### src/rtl/mux_n_stream.sv
`default_nettype none
// ============================================================================
// Module   : mux_n_stream
// Summary  : N-to-1 packet-locked stream multiplexer with a packet counter.
//            Define MUX_N_STREAM_OREG_EN for a registered 2-entry skid output.
// Revision : 1.0 - initial release
// ============================================================================
module mux_n_stream #(
   parameter int C_WIDTH = 8,
   parameter int C_NUM   = 4,
   localparam int C_SEL_W = (C_NUM > 1) ? $clog2(C_NUM) : 1
) (
   input  logic                       clk,
   input  logic                       rst,
   input  logic [C_NUM*C_WIDTH-1:0]   s_data,
   input  logic [C_NUM-1:0]           s_valid,
   input  logic [C_NUM-1:0]           s_last,
   output logic [C_NUM-1:0]           s_ready,
   input  logic [C_SEL_W-1:0]         sel,
   output logic [C_WIDTH-1:0]         m_data,
   output logic                       m_valid,
   output logic                       m_last,
   input  logic                       m_ready,
   output logic [C_SEL_W-1:0]         cur_sel,
   output logic                       busy,
   output logic [15:0]                pkt_cnt
);

   localparam int c_sel_span = 1 << C_SEL_W;

   typedef enum logic [0:0] {
      ST_IDLE = 1'b0,
      ST_LOCK = 1'b1
   } state_t;

   state_t               r_state;
   logic [C_SEL_W-1:0]   r_cur_sel;
   logic [15:0]          r_pkt_cnt;

   logic [c_sel_span-1:0] w_valid_pad;
   logic                  w_sel_hit;
   logic [C_WIDTH-1:0]    w_cur_data;
   logic                  w_cur_valid;
   logic                  w_cur_last;
   logic                  w_in_ready;
   logic                  w_xfer;

   // Padding s_valid to the full select span keeps out-of-range selects harmless.
   always_comb begin
      w_valid_pad = '0;
      w_valid_pad[C_NUM-1:0] = s_valid;
      w_sel_hit = (int'(sel) < C_NUM) && w_valid_pad[sel];
   end

   always_comb begin
      w_cur_data  = '0;
      w_cur_valid = 1'b0;
      w_cur_last  = 1'b0;
      for (int k = 0; k < C_NUM; k++) begin
         if (r_cur_sel == C_SEL_W'(k)) begin
            w_cur_data  = s_data[k*C_WIDTH +: C_WIDTH];
            w_cur_valid = s_valid[k];
            w_cur_last  = s_last[k];
         end
      end
   end

   assign w_xfer = (r_state == ST_LOCK) && w_cur_valid && w_in_ready;

   always_comb begin
      s_ready = '0;
      for (int k = 0; k < C_NUM; k++)
         s_ready[k] = (r_state == ST_LOCK) && (r_cur_sel == C_SEL_W'(k)) && w_in_ready;
   end

   always_ff @(posedge clk) begin
      if (rst) begin
         r_state   <= ST_IDLE;
         r_cur_sel <= '0;
         r_pkt_cnt <= '0;
      end else begin
         case (r_state)
            ST_IDLE: begin
               if (w_sel_hit) begin
                  r_cur_sel <= sel;
                  r_state   <= ST_LOCK;
               end
            end
            ST_LOCK: begin
               if (w_xfer && w_cur_last) begin
                  r_state   <= ST_IDLE;
                  r_pkt_cnt <= r_pkt_cnt + 16'd1;
               end
            end
            default: r_state <= ST_IDLE;
         endcase
      end
   end

`ifdef MUX_N_STREAM_OREG_EN
   logic [C_WIDTH-1:0] r_hd_data;
   logic               r_hd_valid;
   logic               r_hd_last;
   logic [C_WIDTH-1:0] r_sk_data;
   logic               r_sk_valid;
   logic               r_sk_last;

   // The skid entry only fills when the head is stalled, so "full" is just r_sk_valid.
   assign w_in_ready = ~r_sk_valid;

   always_ff @(posedge clk) begin
      if (rst) begin
         r_hd_data  <= '0;
         r_hd_valid <= 1'b0;
         r_hd_last  <= 1'b0;
         r_sk_data  <= '0;
         r_sk_valid <= 1'b0;
         r_sk_last  <= 1'b0;
      end else if (!r_hd_valid || m_ready) begin
         if (r_sk_valid) begin
            r_hd_data  <= r_sk_data;
            r_hd_valid <= 1'b1;
            r_hd_last  <= r_sk_last;
            r_sk_valid <= 1'b0;
         end else begin
            r_hd_data  <= w_cur_data;
            r_hd_valid <= w_xfer;
            r_hd_last  <= w_cur_last;
         end
      end else if (w_xfer) begin
         r_sk_data  <= w_cur_data;
         r_sk_valid <= 1'b1;
         r_sk_last  <= w_cur_last;
      end
   end

   assign m_data  = r_hd_data;
   assign m_valid = r_hd_valid;
   assign m_last  = r_hd_last;
`else
   assign w_in_ready = m_ready;
   assign m_data     = w_cur_data;
   assign m_valid    = (r_state == ST_LOCK) && w_cur_valid;
   assign m_last     = w_cur_last;
`endif

   assign cur_sel = r_cur_sel;
   assign busy    = (r_state == ST_LOCK);
   assign pkt_cnt = r_pkt_cnt;

endmodule
`default_nettype wire

### config.mk
export PLATFORM = sky130hd
export DESIGN_NAME = mux_n_stream
export DESIGN_NICKNAME = d
export VERILOG_FILES = /design/src/rtl/mux_n_stream.sv
export SDC_FILE = /design/constraint.sdc
export NUM_CORES = 1
export LEC_CHECK = 0
export ABC_AREA = 1
export CAP_MARGIN = 20
export CORE_MARGIN = 2
export CORE_UTILIZATION = 40
export CTS_BUF_LIST = sky130_fd_sc_hd__clkbuf_16
export DETAILED_ROUTE_END_ITERATION = 16
export GPL_TIMING_DRIVEN = 0
export HOLD_SLACK_MARGIN = 0.08
export PLACE_DENSITY = 0.88
export RECOVER_POWER = 25
export SLEW_MARGIN = 20
export SYNTH_ARGS = -nofsm -noshare
export SYNTH_HDL_FRONTEND = slang
export SYNTH_SLANG_ARGS = --single-unit
### constraint.sdc
create_clock -name clk -period 1.95 [get_ports clk]
set_clock_uncertainty 0.05 [all_clocks]
set_input_delay 0.39 -clock clk [delete_from_list [all_inputs] [get_ports clk]]
set_output_delay 0.39 -clock clk [all_outputs]
set_load 0.05 [all_outputs]
==> metrics.csv <==
stage,metric,value,unit
logic_synthesis,synth warn,0,
route,final WL,5700,um
worst_setup_path,"slowest stage delay, CP",0.33,ns
power,Max IR drop VDD,0.272,mV
run_status,failing checks,negative setup slack,
power,combinational share of power,40.7,%
clock_tree,H-tree levels,1,
global_routing,first-pass GRT wire length,8150,um
timing,RSZ-0062 raised after global routing,yes,
die,Die Width,64.9,um
logic_synthesis,average cell area after synthesis,6.28,um^2
power,Pint,921,uW
global_routing,initial antenna violation count,0,
route,first-pass iteration count of the detailed router,5,
logic_synthesis,Synth Cell Area,1480,um^2
die,Initial Util,41.1,%
worst_setup_path,"Top cell by count, worst path",buf_6,
clock_tree,CTS tree,done,
power,Flop pwr share,28.7,%
clock_tree,CTS Buffer Depth,2,
place,HPWL Detailed,3600,um
worst_setup_path,critical path required time,1.51,ns
power,NetSw,491,uW
final_layout,post-route cell area,2650,um^2
final_layout,Final nets,374,
clock_tree,clk slew on worst S/H paths,0.06,ns
worst_setup_path,arrival time of the worst setup path,1.57,ns
timing,fin crit period,2.01,ns
clock_tree,Root Buffer,clkbuf_16,
global_routing,largest net degree at the start of global routing,12,
run_status,status,finished with violations,
power,Leak,1.05,nW
timing,WHS,0.454,ns
logic_synthesis,"Distinct cells, synth",25,
logic_synthesis,Gate Count Post-Synth,236,
final_layout,ant diodes,0,
hold_path,Hold Path Class,register to register,
timing,Fmax,0.499,GHz
worst_setup_path,"Critical Path, Cell by Cell","buf_12, nand2_8, clkinvlp_4, buf_6, nand2_2, nand4_1, buf_6",
place,PortBufs,76,
timing,Setup-failing EPs final,9,
logic_synthesis,Mapped Nets,282,
final_layout,layout cells sized above 1,24.8,%
worst_setup_path,Setup Crit Path Kind,register to output pin,
worst_setup_path,CP Max Fanout,7,
die,Core Footprint,3610,um^2
final_layout,end-of-flow core utilization,73.4,%
route,Via Count,1934,
route,DR vias/cell,5.16,
worst_setup_path,Critical Path Sink Type,output pin,
place,gpl congestion,0.813,
route,Wirelength per Cell,15.2,um
timing,final setup margin,-0.0552,ns
final_layout,fillcell total,262,
power,Clk network pwr share,30.6,%
timing,final period utilization,103,%
final_layout,most frequent cells in the layout,"87 x nand2_1, 46 x clkdlybuf4s50_1, 18 x nor2_1",
global_routing,number of global-route vias before repair,1783,
route,Post-DRT Antenna Nets,0,
power,Pwr Density,534,nW/um^2
die,die area,4210,um^2
clock_tree,clock sinks,19,
global_routing,total grt overflow,0,
worst_setup_path,crit start category,register,
place,"Cell Area, Placed",2380,um^2
global_routing,gr usage total,24.7,%
run,# Max-Cap Violations,0,
route,DRC,0,
clock_tree,Num CTS Buffers,3,
final_layout,"commonest non-fill, non-tap cell in the layout",nand2_1,
timing,Worst Max-Slew Pin Slew,0.733,ns
clock_tree,later-pin clock latency in the skew report,0.25,ns
route,1st-iter DRT viols,65,
timing,Worst slew margin,51.2,%
die,io pins,78,
timing,Final Hold Fails,0,
timing,final slew viol count,0,
die,num rows,22,
die,die height,64.9,um
final_layout,area grow syn2layout,78.4,%
logic_synthesis,sequential area share after synthesis,25.7,%
worst_setup_path,slowest cell on the critical path,dfxtp_2,
logic_synthesis,post-synthesis register bit count,19,
power,sw frac,34.8,%
==> routing by layer <==
metal,GRT usage (%),wire length (um),up-vias,part of all wire (%)
li1,-,-,945,-
met1,25.9,2140,871,37
met2,45.7,2880,94,51
met3,6.08,425,24,7.5
met4,11.7,257,0,4.5
met5,0,0,-,0
==> worst max-delay path, delay by kind of cell (launching register included) <==
kind	cells	cell delay [ns]
DFF	1	0.33
and+or+nand+nor	3	0.24
buffers and inverters	4	0.73
==> final cells by class <==
class / instances / area, um^2 / area share [%]
Sequential cell: 19 / 384 / 14.5
Clock buffer: 3 / 75.1 / 2.84
Multi-Input combinational cell: 190 / 1150 / 43.6
Timing Repair Buffer: 87 / 805 / 30.4
Inverter: 20 / 86.3 / 3.26
Buffer: 7 / 77.6 / 2.93
Clock inverter: 1 / 5.00 / 0.189
Tap cell: 48 / 60.1 / 2.27
==> flip-flops by register name, indices dropped and copies added (netlist names) <==
signal / count
pkt_cnt: 16
cur_sel: 2
busy: 1
==> kinds of logic after synthesis <==
| group | count (synthesis) | synth area share (%) |
|---|---|---|
| AND/OR/NAND/NOR | 145 | 44.2 |
| flip-flops | 19 | 25.7 |
| buffers and inverters | 27 | 8.86 |
| AO/OA/AOI/OAI | 36 | 15.7 |
| XOR/XNOR | 8 | 4.73 |
| adder cells (fa/ha/maj) | 1 | 0.844 |
==> metrics by stage <==
step	setup WS, ns	cells	power, mW	setup TNS (ns)
after global routing	-0.102	375	1.46	-0.743
after CTS	-0.0386	371	1.39	-0.188
after global placement	-0.618	360	0.891	-6.37
after floorplan	0.0391	236	0.705	0
after detailed placement	-0.652	360	0.899	-6.98
final	-0.0552	375	1.41	-0.297
==> synth_stat cells <==
cell type	number	area (um^2)
or2_4	1	8.76
buf_6	4	45.0
nand2_4	3	33.8
nand3_4	1	17.5
nor3_1	2	10.0
xor2_1	3	26.3
nand2_2	1	6.26
nand4_1	8	50.1
ha_1	1	12.5
inv_2	2	7.51
xnor2_1	5	43.8
clkbuf_1	2	7.51
nand2_1	93	349
o21ai_0	7	35.0
a21oi_1	15	75.1
inv_1	18	67.6
dfxtp_1	19	380
nand3_2	1	10.0
nor2_1	21	78.8
nand3_1	12	60.1
a221oi_1	4	35.0
buf_1	1	3.75
a21oi_2	10	87.6
nor2_4	1	11.3
nor2_8	1	20.0
==> power groups by stage <==
stage / clock [mW] / sequential [mW] / combinational [mW]
final: 0.431 / 0.405 / 0.575
after CTS: 0.432 / 0.404 / 0.552
after floorplan: 0 / 0.432 / 0.274
after global placement: 0 / 0.411 / 0.480
after global routing: 0.459 / 0.406 / 0.598
after detailed placement: 0 / 0.411 / 0.489
==> path summary, 6_finish.rpt <==
check                                 start           to  slack, ns  depth (start not counted)
worst min-delay path            pkt_cnt[15]  pkt_cnt[15]       0.45                          2
worst min register to register  pkt_cnt[15]  pkt_cnt[15]       0.45                          2
worst max register to register   cur_sel[1]   pkt_cnt[9]       0.26                         10
worst max-delay path             cur_sel[0]    m_data[7]      -0.06                          7
==> repair_timing <==
item / 4_1_cts / 5_1_grt
pin swaps: 9 / 4
hold buffers: 0 / 0
setup endpoints to repair: 22 / 21
resized for setup: 122 / 17
setup buffers: 7 / 4
endpoints found under the hold margin: 0 / 0
Note: power is estimated with default switching activity, not from simulation.
